**config.mk**
```make
export PLATFORM = sky130hd
export DESIGN_NAME = maindec_pipe
export DESIGN_NICKNAME = d
export VERILOG_FILES = /design/src/rtl/maindec_pipe_pkg.sv /design/src/rtl/maindec_pipe_comb.sv /design/src/rtl/maindec_pipe.sv
export SDC_FILE = /design/constraint.sdc
export NUM_CORES = 1
export LEC_CHECK = 0
export CAP_MARGIN = 40
export CORE_MARGIN = 1
export CORE_UTILIZATION = 30
export CTS_BUF_LIST = sky130_fd_sc_hd__clkbuf_8
export DETAILED_ROUTE_END_ITERATION = 8
export PLACE_DENSITY = 0.64
export SLEW_MARGIN = 40
export SYNTH_ARGS = -nofsm -noshare
export SYNTH_HDL_FRONTEND = slang
export SYNTH_SLANG_ARGS = --single-unit
```
**constraint.sdc**
```tcl
create_clock -name clk -period 2.65 [get_ports clk]
set_input_delay 0.53 -clock clk [delete_from_list [all_inputs] [get_ports clk]]
set_output_delay 0.53 -clock clk [all_outputs]
set_load 0.03 [all_outputs]
```
**src/rtl/maindec_pipe_pkg.sv**
```systemverilog
// maindec_pipe_pkg
// Shared decode definitions for the registered main decoder:
//   - MIPS opcode / funct / REGIMM rt / COP0 rs field constants
//   - bit positions of each field inside the CTRL_W-bit control vector
//   - small helpers that classify HI/LO-touching SPECIAL instructions
package maindec_pipe_pkg;

  localparam int CTRL_W = 21;

  // Primary opcodes
  localparam logic [5:0] EXE_SPECIAL = 6'b000000;
  localparam logic [5:0] EXE_REGIMM  = 6'b000001;
  localparam logic [5:0] EXE_J       = 6'b000010;
  localparam logic [5:0] EXE_JAL     = 6'b000011;
  localparam logic [5:0] EXE_BEQ     = 6'b000100;
  localparam logic [5:0] EXE_BNE     = 6'b000101;
  localparam logic [5:0] EXE_BLEZ    = 6'b000110;
  localparam logic [5:0] EXE_BGTZ    = 6'b000111;
  localparam logic [5:0] EXE_ADDI    = 6'b001000;
  localparam logic [5:0] EXE_ADDIU   = 6'b001001;
  localparam logic [5:0] EXE_SLTI    = 6'b001010;
  localparam logic [5:0] EXE_SLTIU   = 6'b001011;
  localparam logic [5:0] EXE_ANDI    = 6'b001100;
  localparam logic [5:0] EXE_ORI     = 6'b001101;
  localparam logic [5:0] EXE_XORI    = 6'b001110;
  localparam logic [5:0] EXE_LUI     = 6'b001111;
  localparam logic [5:0] EXE_COP0    = 6'b010000;
  localparam logic [5:0] EXE_LB      = 6'b100000;
  localparam logic [5:0] EXE_LH      = 6'b100001;
  localparam logic [5:0] EXE_LW      = 6'b100011;
  localparam logic [5:0] EXE_LBU     = 6'b100100;
  localparam logic [5:0] EXE_LHU     = 6'b100101;
  localparam logic [5:0] EXE_SB      = 6'b101000;
  localparam logic [5:0] EXE_SH      = 6'b101001;
  localparam logic [5:0] EXE_SW      = 6'b101011;

  // SPECIAL funct codes
  localparam logic [5:0] EXE_JR      = 6'b001000;
  localparam logic [5:0] EXE_JALR    = 6'b001001;
  localparam logic [5:0] EXE_SYSCALL = 6'b001100;
  localparam logic [5:0] EXE_BREAK   = 6'b001101;
  localparam logic [5:0] EXE_MFHI    = 6'b010000;
  localparam logic [5:0] EXE_MTHI    = 6'b010001;
  localparam logic [5:0] EXE_MFLO    = 6'b010010;
  localparam logic [5:0] EXE_MTLO    = 6'b010011;
  localparam logic [5:0] EXE_MULT    = 6'b011000;
  localparam logic [5:0] EXE_MULTU   = 6'b011001;
  localparam logic [5:0] EXE_DIV     = 6'b011010;
  localparam logic [5:0] EXE_DIVU    = 6'b011011;

  // REGIMM rt codes
  localparam logic [4:0] EXE_BLTZ    = 5'b00000;
  localparam logic [4:0] EXE_BGEZ    = 5'b00001;
  localparam logic [4:0] EXE_BLTZAL  = 5'b10000;
  localparam logic [4:0] EXE_BGEZAL  = 5'b10001;

  // COP0 rs codes and the full eret word
  localparam logic [4:0]  EXE_MFC0_RS = 5'b00000;
  localparam logic [4:0]  EXE_MTC0_RS = 5'b00100;
  localparam logic [31:0] EXE_ERET    = 32'h42000018;

  // Control-vector field positions
  localparam int C_REGWRITE = 0;
  localparam int C_REGDST   = 1;
  localparam int C_ALUSRC   = 2;
  localparam int C_BRANCH   = 3;
  localparam int C_MEMTOREG = 4;
  localparam int C_JUMP     = 5;
  localparam int C_JAL      = 6;
  localparam int C_JR       = 7;
  localparam int C_BAL      = 8;
  localparam int C_MEMEN    = 9;
  localparam int C_HILO     = 10;
  localparam int C_MEMWR    = 11;  // 4 bits: 11..14
  localparam int C_BREAK    = 15;
  localparam int C_SYSCALL  = 16;
  localparam int C_RESERVE  = 17;
  localparam int C_ERET     = 18;
  localparam int C_CP0WE    = 19;
  localparam int C_CP0SEL   = 20;

  // mult/multu start a multiply on the HI/LO unit
  function automatic logic isMulOp(input logic [31:0] w);
    return (w[31:26] == EXE_SPECIAL) &&
           ((w[5:0] == EXE_MULT) || (w[5:0] == EXE_MULTU));
  endfunction

  // div/divu start a divide on the HI/LO unit
  function automatic logic isDivOp(input logic [31:0] w);
    return (w[31:26] == EXE_SPECIAL) &&
           ((w[5:0] == EXE_DIV) || (w[5:0] == EXE_DIVU));
  endfunction

  // Any instruction that reads or writes HI/LO must wait for the unit
  function automatic logic isHiloOp(input logic [31:0] w);
    return (w[31:26] == EXE_SPECIAL) &&
           ((w[5:0] == EXE_MFHI) || (w[5:0] == EXE_MTHI) ||
            (w[5:0] == EXE_MFLO) || (w[5:0] == EXE_MTLO) ||
            isMulOp(w) || isDivOp(w));
  endfunction

endpackage

```
**src/rtl/maindec_pipe_comb.sv**
```systemverilog
// maindec_comb
// Purely combinational MIPS main decoder: instruction word in, control
// vector out (field layout from maindec_pipe_pkg).
// Ports:
//   instr_i  32-bit instruction word
//   ctrl_o   CTRL_W-bit control vector
// EN_CP0 = 0 turns every COP0-opcode encoding into a reserved instruction.
module maindec_comb
  import maindec_pipe_pkg::*;
#(
  parameter int EN_CP0 = 1
) (
  input  logic [31:0]       instr_i,
  output logic [CTRL_W-1:0] ctrl_o
);

  logic [5:0] op;
  logic [5:0] funct;
  logic [4:0] rs;
  logic [4:0] rt;

  assign op    = instr_i[31:26];
  assign funct = instr_i[5:0];
  assign rs    = instr_i[25:21];
  assign rt    = instr_i[20:16];

  always_comb begin
    ctrl_o = '0;
    case (op)
      EXE_SPECIAL: begin
        case (funct)
          EXE_JR:      ctrl_o[C_JR] = 1'b1;
          EXE_JALR: begin
            ctrl_o[C_REGWRITE] = 1'b1;
            ctrl_o[C_REGDST]   = 1'b1;
            ctrl_o[C_JR]       = 1'b1;
          end
          EXE_SYSCALL: ctrl_o[C_SYSCALL] = 1'b1;
          EXE_BREAK:   ctrl_o[C_BREAK]   = 1'b1;
          EXE_MFHI, EXE_MFLO: begin
            ctrl_o[C_REGWRITE] = 1'b1;
            ctrl_o[C_REGDST]   = 1'b1;
            ctrl_o[C_HILO]     = 1'b1;
          end
          EXE_MTHI, EXE_MTLO, EXE_MULT, EXE_MULTU, EXE_DIV, EXE_DIVU:
            ctrl_o[C_HILO] = 1'b1;
          default: begin
            ctrl_o[C_REGWRITE] = 1'b1;
            ctrl_o[C_REGDST]   = 1'b1;
          end
        endcase
      end
      // Unknown REGIMM rt decodes to a no-op rather than a reserved trap
      EXE_REGIMM: begin
        case (rt)
          EXE_BLTZ, EXE_BGEZ: ctrl_o[C_BRANCH] = 1'b1;
          EXE_BLTZAL, EXE_BGEZAL: begin
            ctrl_o[C_BRANCH]   = 1'b1;
            ctrl_o[C_REGWRITE] = 1'b1;
            ctrl_o[C_BAL]      = 1'b1;
          end
          default: ;
        endcase
      end
      EXE_J: ctrl_o[C_JUMP] = 1'b1;
      EXE_JAL: begin
        ctrl_o[C_REGWRITE] = 1'b1;
        ctrl_o[C_JAL]      = 1'b1;
      end
      EXE_BEQ, EXE_BNE, EXE_BLEZ, EXE_BGTZ: ctrl_o[C_BRANCH] = 1'b1;
      EXE_ADDI, EXE_ADDIU, EXE_SLTI, EXE_SLTIU,
      EXE_ANDI, EXE_ORI, EXE_XORI, EXE_LUI: begin
        ctrl_o[C_REGWRITE] = 1'b1;
        ctrl_o[C_ALUSRC]   = 1'b1;
      end
      EXE_LB, EXE_LH, EXE_LW, EXE_LBU, EXE_LHU: begin
        ctrl_o[C_REGWRITE] = 1'b1;
        ctrl_o[C_ALUSRC]   = 1'b1;
        ctrl_o[C_MEMTOREG] = 1'b1;
        ctrl_o[C_MEMEN]    = 1'b1;
      end
      EXE_SB, EXE_SH, EXE_SW: begin
        ctrl_o[C_ALUSRC] = 1'b1;
        ctrl_o[C_MEMEN]  = 1'b1;
        if (op == EXE_SB)      ctrl_o[C_MEMWR +: 4] = 4'b0001;
        else if (op == EXE_SH) ctrl_o[C_MEMWR +: 4] = 4'b0011;
        else                   ctrl_o[C_MEMWR +: 4] = 4'b1111;
      end
      // mtc0/mfc0 require the unused [10:3] field to be zero
      EXE_COP0: begin
        if (EN_CP0 == 0) begin
          ctrl_o[C_RESERVE] = 1'b1;
        end else if (instr_i == EXE_ERET) begin
          ctrl_o[C_ERET] = 1'b1;
        end else if ((rs == EXE_MTC0_RS) && (instr_i[10:3] == 8'd0)) begin
          ctrl_o[C_CP0WE] = 1'b1;
        end else if ((rs == EXE_MFC0_RS) && (instr_i[10:3] == 8'd0)) begin
          ctrl_o[C_REGWRITE] = 1'b1;
          ctrl_o[C_CP0SEL]   = 1'b1;
        end else begin
          ctrl_o[C_RESERVE] = 1'b1;
        end
      end
      default: ctrl_o[C_RESERVE] = 1'b1;
    endcase
  end

endmodule

```
**src/rtl/maindec_pipe.sv**
```systemverilog
// maindec_pipe
// Registered main decoder with a valid/ready output stage and a HI/LO
// busy scoreboard.
// Ports:
//   clk, rst              clock, synchronous active-high reset
//   in_valid / in_ready   upstream handshake; instr is the incoming word
//   flush                 squashes the held and the incoming instruction
//   out_valid / out_ready downstream handshake
//   out_instr             instruction word belonging to the held controls
//   regwrite..hilo        datapath controls, memwrite byte enables
//   break_o..eret_o       exception flags; cp0we / cp0sel CP0 access
//   hilo_busy             a mult/div is still occupying HI/LO
module maindec_pipe
  import maindec_pipe_pkg::*;
#(
  parameter int MUL_LAT = 2,
  parameter int DIV_LAT = 32,
  parameter int EN_CP0  = 1,
  parameter int CNT_W   = 8
) (
  input  logic        clk,
  input  logic        rst,
  input  logic        in_valid,
  output logic        in_ready,
  input  logic [31:0] instr,
  input  logic        flush,
  output logic        out_valid,
  input  logic        out_ready,
  output logic [31:0] out_instr,
  output logic        regwrite,
  output logic        regdst,
  output logic        alusrc,
  output logic        branch,
  output logic        memtoreg,
  output logic        jump,
  output logic        jal,
  output logic        jr,
  output logic        bal,
  output logic        memen,
  output logic        hilo,
  output logic [3:0]  memwrite,
  output logic        break_o,
  output logic        syscall_o,
  output logic        reserve_o,
  output logic        eret_o,
  output logic        cp0we,
  output logic        cp0sel,
  output logic        hilo_busy
);

  localparam logic [CNT_W-1:0] MUL_CNT = CNT_W'(MUL_LAT);
  localparam logic [CNT_W-1:0] DIV_CNT = CNT_W'(DIV_LAT);

  logic [CTRL_W-1:0] dec_ctrl;
  logic [CTRL_W-1:0] ctrl_q;
  logic [31:0]       instr_q;
  logic              valid_q;
  logic [CNT_W-1:0]  cnt_q;
  logic [CNT_W-1:0]  cnt_d;
  logic              hz;
  logic              accept;

  maindec_comb #(
    .EN_CP0 (EN_CP0)
  ) u_dec (
    .instr_i (instr),
    .ctrl_o  (dec_ctrl)
  );

  // Hazard looks at the presented word regardless of in_valid, so in_ready
  // already reflects the stall before upstream commits.
  assign hz       = isHiloOp(instr) && (cnt_q != '0);
  assign in_ready = !flush && !hz && (!valid_q || out_ready);
  assign accept   = in_valid && in_ready;

  // A new mult/div restarts the busy window; otherwise count down to zero.
  always_comb begin
    cnt_d = cnt_q;
    if (accept && isMulOp(instr)) begin
      cnt_d = MUL_CNT;
    end else if (accept && isDivOp(instr)) begin
      cnt_d = DIV_CNT;
    end else if (cnt_q != '0) begin
      cnt_d = cnt_q - CNT_W'(1);
    end
  end

  // Flush only drops out_valid; the counter keeps running because the
  // mult/div it tracks has already left this stage.
  always_ff @(posedge clk) begin
    if (rst) begin
      valid_q <= 1'b0;
      ctrl_q  <= '0;
      instr_q <= '0;
      cnt_q   <= '0;
    end else begin
      if (flush) begin
        valid_q <= 1'b0;
      end else if (accept) begin
        valid_q <= 1'b1;
        ctrl_q  <= dec_ctrl;
        instr_q <= instr;
      end else if (out_ready) begin
        valid_q <= 1'b0;
      end
      cnt_q <= cnt_d;
    end
  end

  assign out_valid = valid_q;
  assign out_instr = instr_q;
  assign hilo_busy = (cnt_q != '0);
  assign regwrite  = ctrl_q[C_REGWRITE];
  assign regdst    = ctrl_q[C_REGDST];
  assign alusrc    = ctrl_q[C_ALUSRC];
  assign branch    = ctrl_q[C_BRANCH];
  assign memtoreg  = ctrl_q[C_MEMTOREG];
  assign jump      = ctrl_q[C_JUMP];
  assign jal       = ctrl_q[C_JAL];
  assign jr        = ctrl_q[C_JR];
  assign bal       = ctrl_q[C_BAL];
  assign memen     = ctrl_q[C_MEMEN];
  assign hilo      = ctrl_q[C_HILO];
  assign memwrite  = ctrl_q[C_MEMWR +: 4];
  assign break_o   = ctrl_q[C_BREAK];
  assign syscall_o = ctrl_q[C_SYSCALL];
  assign reserve_o = ctrl_q[C_RESERVE];
  assign eret_o    = ctrl_q[C_ERET];
  assign cp0we     = ctrl_q[C_CP0WE];
  assign cp0sel    = ctrl_q[C_CP0SEL];

endmodule

```
Word-level counts from Yosys, hierarchy flattened
Cells that the tools add are included.

Register bits: 62. Bits of input ports: 37. Output and inout bits: 56. Word-level logic and storage cells: 133.

$add $sub $neg: 1. Eq/ne operators: 41. Muxes and demuxes: 38. Bitwise gates (word level): 1. Reductions and logical operators: 46.

Operator list (count): $eq 6x4->1 const B (12); $eq 6x5->1 const B (9); $eq 6x6->1 const B (8); $eq 32x31->1 const B (1); $mux 1 (25); $eq 6x3->1 const B (4); $reduce_or 24->1 (1); $reduce_or 16->1 (1); $reduce_or 8->1 (2); $reduce_or 14->1 (1); $eq 6x2->1 const B (2); $mux 4 (3); $mux 6 (2); $logic_and 1x1->1 (11); $eq 5x5->1 const B (2); $logic_not 5->1 (2); $reduce_or 9->1 (1); $logic_not 8->1 (1); $logic_or 1x1->1 (8); $mux 2 (4); $reduce_bool 8->1 (1); $reduce_or 2->1 (4); $reduce_or 4->1 (2); $sub 8x1->8 const B (1); other kinds (14) (19).

Longest topological paths before layout
Word-level depth: 15. Mapped depth: 11. Mapped depth without buffers: 8.

Modules after synthesis
A second synthesis with hierarchy kept.

Cells, all modules: 536. Area, all modules: 4369.2 µm².

By module, submodules not included: maindec_pipe (times used 1, cells an instance 470, area an instance 3870.0 µm², sequential area each 1241.2 µm²); maindec_comb (times used 1, cells an instance 66, area an instance 499.2 µm², sequential area each 0.0 µm²).

Worst setup path before layout
No wires, ideal clock.

Path kind: register to output. Start point: register cnt_q[0]. End point: output port in_ready. Data arrival time: 1623 ps. Required time: 2120 ps. Path slack: 497 ps. Stages on the path, launching flop included: 8. Buffers on the path: 1. Cell sequence: dfxtp_1 inv_1 ha_1 nor4b_2 and2_1 buf_4 inv_4 a21oi_1.

Longest elaborated chain between the ends: 5.

RTL lines: start: declaration (RTL line maindec_pipe.sv:58) `logic [CNT_W-1:0] cnt_q;`; start signal: assignment (RTL line maindec_pipe.sv:106) `cnt_q <= cnt_d;`; $reduce_bool 8->1; via hilo_busy (RTL line maindec_pipe.sv:48) `output logic hilo_busy`; $logic_and 1x1->1 (RTL line maindec_pipe.sv:72) `assign hz = isHiloOp(instr) && (cnt_q != '0);`; $logic_not 1->1 (RTL line maindec_pipe.sv:73) `assign in_ready = !flush && !hz && (!valid_q || out_ready);`; $logic_and 1x1->1 (2 in a row) (RTL line maindec_pipe.sv:73); end: declaration (RTL line maindec_pipe.sv:24) `output logic in_ready,`.

The timed path passes the listed nets, and every way through them passes these cells.

Final worst setup path
Start point: register cnt_q[0]. End point: output port hilo_busy.

Longest elaborated chain between the ends: 1.

RTL lines: $reduce_bool 8->1 (RTL line maindec_pipe.sv:112) `assign hilo_busy = (cnt_q != '0);`; end: declaration (RTL line maindec_pipe.sv:48).

No other way between the ends.

==> summary.txt <==
FMAX: 397.9 MHz
Post-Synth Adder-Cell Area: 0.004766
Net Sw Frac: 0.3234
Synth cell types: 41
Clock Power Share: 0.284
Initial Util: 0.3147
Hold Path End: ctrl_q[15]
# DRC: 0
simple logic cell fraction of the synthesized area: 0.3027
Root Buffer Master: clkbuf_8
Post-Synth XOR/XNOR Area: 0.01001
vias in the first global route: 2550
NetSw: 0.0008079 W
crit path DAT: 1.98 ns
Tcrit/Tclk final: 0.9484
dpl hpwl: 5798 µm
Post-CTS Hold Buffers: 0
Placed Area: 3810 µm²
final instance area: 3988 µm²
Die Area: 9128 µm²
Max Transition Viols Final: 0
Core ar.: 8341 µm²
initial antenna violation count: 0
Finished Core Util: 0.4781
Num CTS Buffers: 9
Synth Area in Compound Gates: 0.1520
CTS tree: done
Flop pwr share: 0.420
setup TNS: 0 ns
Synth Instances: 341
remaining antenna violation count after routing: 0
maxcap violations: 0
Peak supply drop: 0.0002519 V
Least-Margin Pin Slew: 0.4152 ns
clk slew on worst S/H paths: 0.07 ns
Final Setup Violations: 0
clock latency on the worst-skew pair: 0.33 ns
FP Rows: 33
Logic pwr share: 0.296
worst-path maximum fanout: 6
CTS Sinks: 61
aggregate routed wire length: 7933 µm
r2r setup slk: 0.36 ns
DR iter-0 viols: 83
Hold Vio Cnt, Final: 0
register area share after synthesis: 0.4652
skew final: 0.01081 ns
Internal Power: 0.001690 W
gpl congestion: 0.8127
H-tree depth: 3
total congestion overflow: 0
HP Start: ctrl_q[15]
number of synthesized flops with an enable pin: 0
mux contribution to synthesized area: 0.01192
first-pass GRT wire length: 12410 µm
Die Span X: 95.54 µm
Pwr Density: 626.4 nW/µm²
Syn Nets: 379
synthesis-stage register bit count: 61
GRT Overall Usage: 0.1778
status: finished, final reports clean
startpoint types: flip-flop
Final WS setup: 0.1368 ns
area delta synth->final: 51.91%
wire per inst: 14.27 µm
most frequent cells in the layout: nand2_1, clkdlybuf4s50_1, dfxtp_1
R2R Path End: ctrl_q[11]
Buffers on Ports: 92
mapped cell area: 2625 µm²
vias per cell: 5.038
Worst Setup Slack post-DPL: -0.3811 ns
layout cells sized above 1: 0.1109
CP endpoint kind: output pin
Worst R2R Start: cnt_q[0]
CP required: 2.12 ns
leakage power: 1.422 nW
total iterations of the first detailed-routing run: 4
RSZ-0062 raised after global routing: false
Yosys warning count: 0
CTS Buffer Depth: 2
synthesized area per cell: 7.698 µm²
critical path class: flip-flop to output pin
worst hold path cell count: 2
min-delay worst type: flip-flop to flip-flop
most common cell after layout, fill and taps aside: nand2_1
Hold WS: 0.4523 ns
largest net degree at the start of global routing: 41
nets: 485
R2R cell count: 9
post-layout min period: 2.513 ns
I/O pin cnt: 93
Die Y-Extent: 95.54 µm
Vias: 2801
main combinational cell family by area after synthesis: simple AND/OR/NAND/NOR gates
slew margin rel.: 0.7211
diode count: 0
Async SR Flop Fraction: 0
Top FF cell, synth: dfxtp_1
## cell usage after synthesis (3+ instances only)
library cell | count | area share
or4_1 | 3 | 0.0086
nand3b_1 | 4 | 0.011
or3_1 | 3 | 0.0072
nor3_1 | 17 | 0.032
buf_2 | 8 | 0.015
nor4_1 | 5 | 0.012
clkbuf_1 | 13 | 0.019
xnor2_1 | 3 | 0.010
dfxtp_1 | 61 | 0.47
nand4_1 | 5 | 0.012
inv_1 | 5 | 0.0072
nor2b_1 | 4 | 0.0095
nand3_1 | 7 | 0.013
nand2b_1 | 3 | 0.0072
nand2_1 | 95 | 0.14
nor2_1 | 16 | 0.023
a211oi_1 | 3 | 0.0086
a21oi_1 | 56 | 0.11
## cell families after synthesis
| logic type | Yosys count |
|---|---|
| multiplexers | 3 |
| buffers and inverters | 30 |
| XOR/XNOR | 3 |
| flip-flops | 61 |
| adder cells (fa/ha/maj) | 1 |
| AO/OA/AOI/OAI | 72 |
| AND/OR/NAND/NOR | 171 |
## registers in the layout (all words and copies together) (netlist names)
register and flops:
out_valid 1, out_instr 32, cnt_q 8, ctrl_q 20
## how the worst max path moves through the flow
stage | start | to | slack (ns) | cells past startpoint
2_1_floorplan | cnt_q[0] | in_ready | 0.50 | 7
3_3_place_gp | instr[29] | in_ready | -0.43 | 6
3_5_place_dp | instr[26] | in_ready | -0.38 | 6
4_1_cts | instr[26] | in_ready | 0.05 | 6
5_1_grt | cnt_q[0] | hilo_busy | 0.02 | 7
6_report | cnt_q[0] | hilo_busy | 0.14 | 7
## what timing repair did
action                                  CTS  global route
endpoints found under the setup margin    2             2
pin swaps                                 0             1
setup buffers                             0             0
gates resized for setup                   6             3
## power by group through the flow
| stage | Clock (W) | Sequential (W) | Combinational (W) |
|---|---|---|---|
| after floorplan | 0 | 0.00111 | 0.000415 |
| after global placement | 0 | 0.00107 | 0.000723 |
| after detailed placement | 0 | 0.00107 | 0.000737 |
| after CTS | 0.000733 | 0.00105 | 0.000732 |
| after global routing | 0.000764 | 0.00106 | 0.000815 |
| final | 0.000710 | 0.00105 | 0.000739 |
## stage by stage
step,std cells,total power (W)
final,556,0.002498
after global routing,556,0.002640
after CTS,556,0.002513
after detailed placement,541,0.001806
after global placement,541,0.001790
after floorplan,341,0.001526
## worst max-delay path: stages, from the launching register on
cell and delay, ns:
dfxtp_1 0.32, inv_1 0.09, ha_1 0.21, nor4b_2 0.27, and2_4 0.23, inv_4 0.03, buf_4 0.15, dlygate4sd2_1 0.35
## per-layer routing
metal / wire, µm / vias up / global-route usage
met2: 3544 / 85 / 0.2762
met4: 165 / 0 / 0.07587
met5: 0 / - / 0
li1: - / 1378 / -
met3: 460 / 16 / 0.03907
met1: 3763 / 1322 / 0.2362
## cell type report
type | instances | area (µm²)
sequential | 61 | 1221
fill | 831 | 4353
inverter | 6 | 25.02
clock buffer | 10 | 137.6
tap | 105 | 131.4
timing repair buffer | 119 | 1150
clock inverter | 5 | 28.78
multi-input combinational | 250 | 1294
No activity file was read; power rests on OpenSTA's default activity.
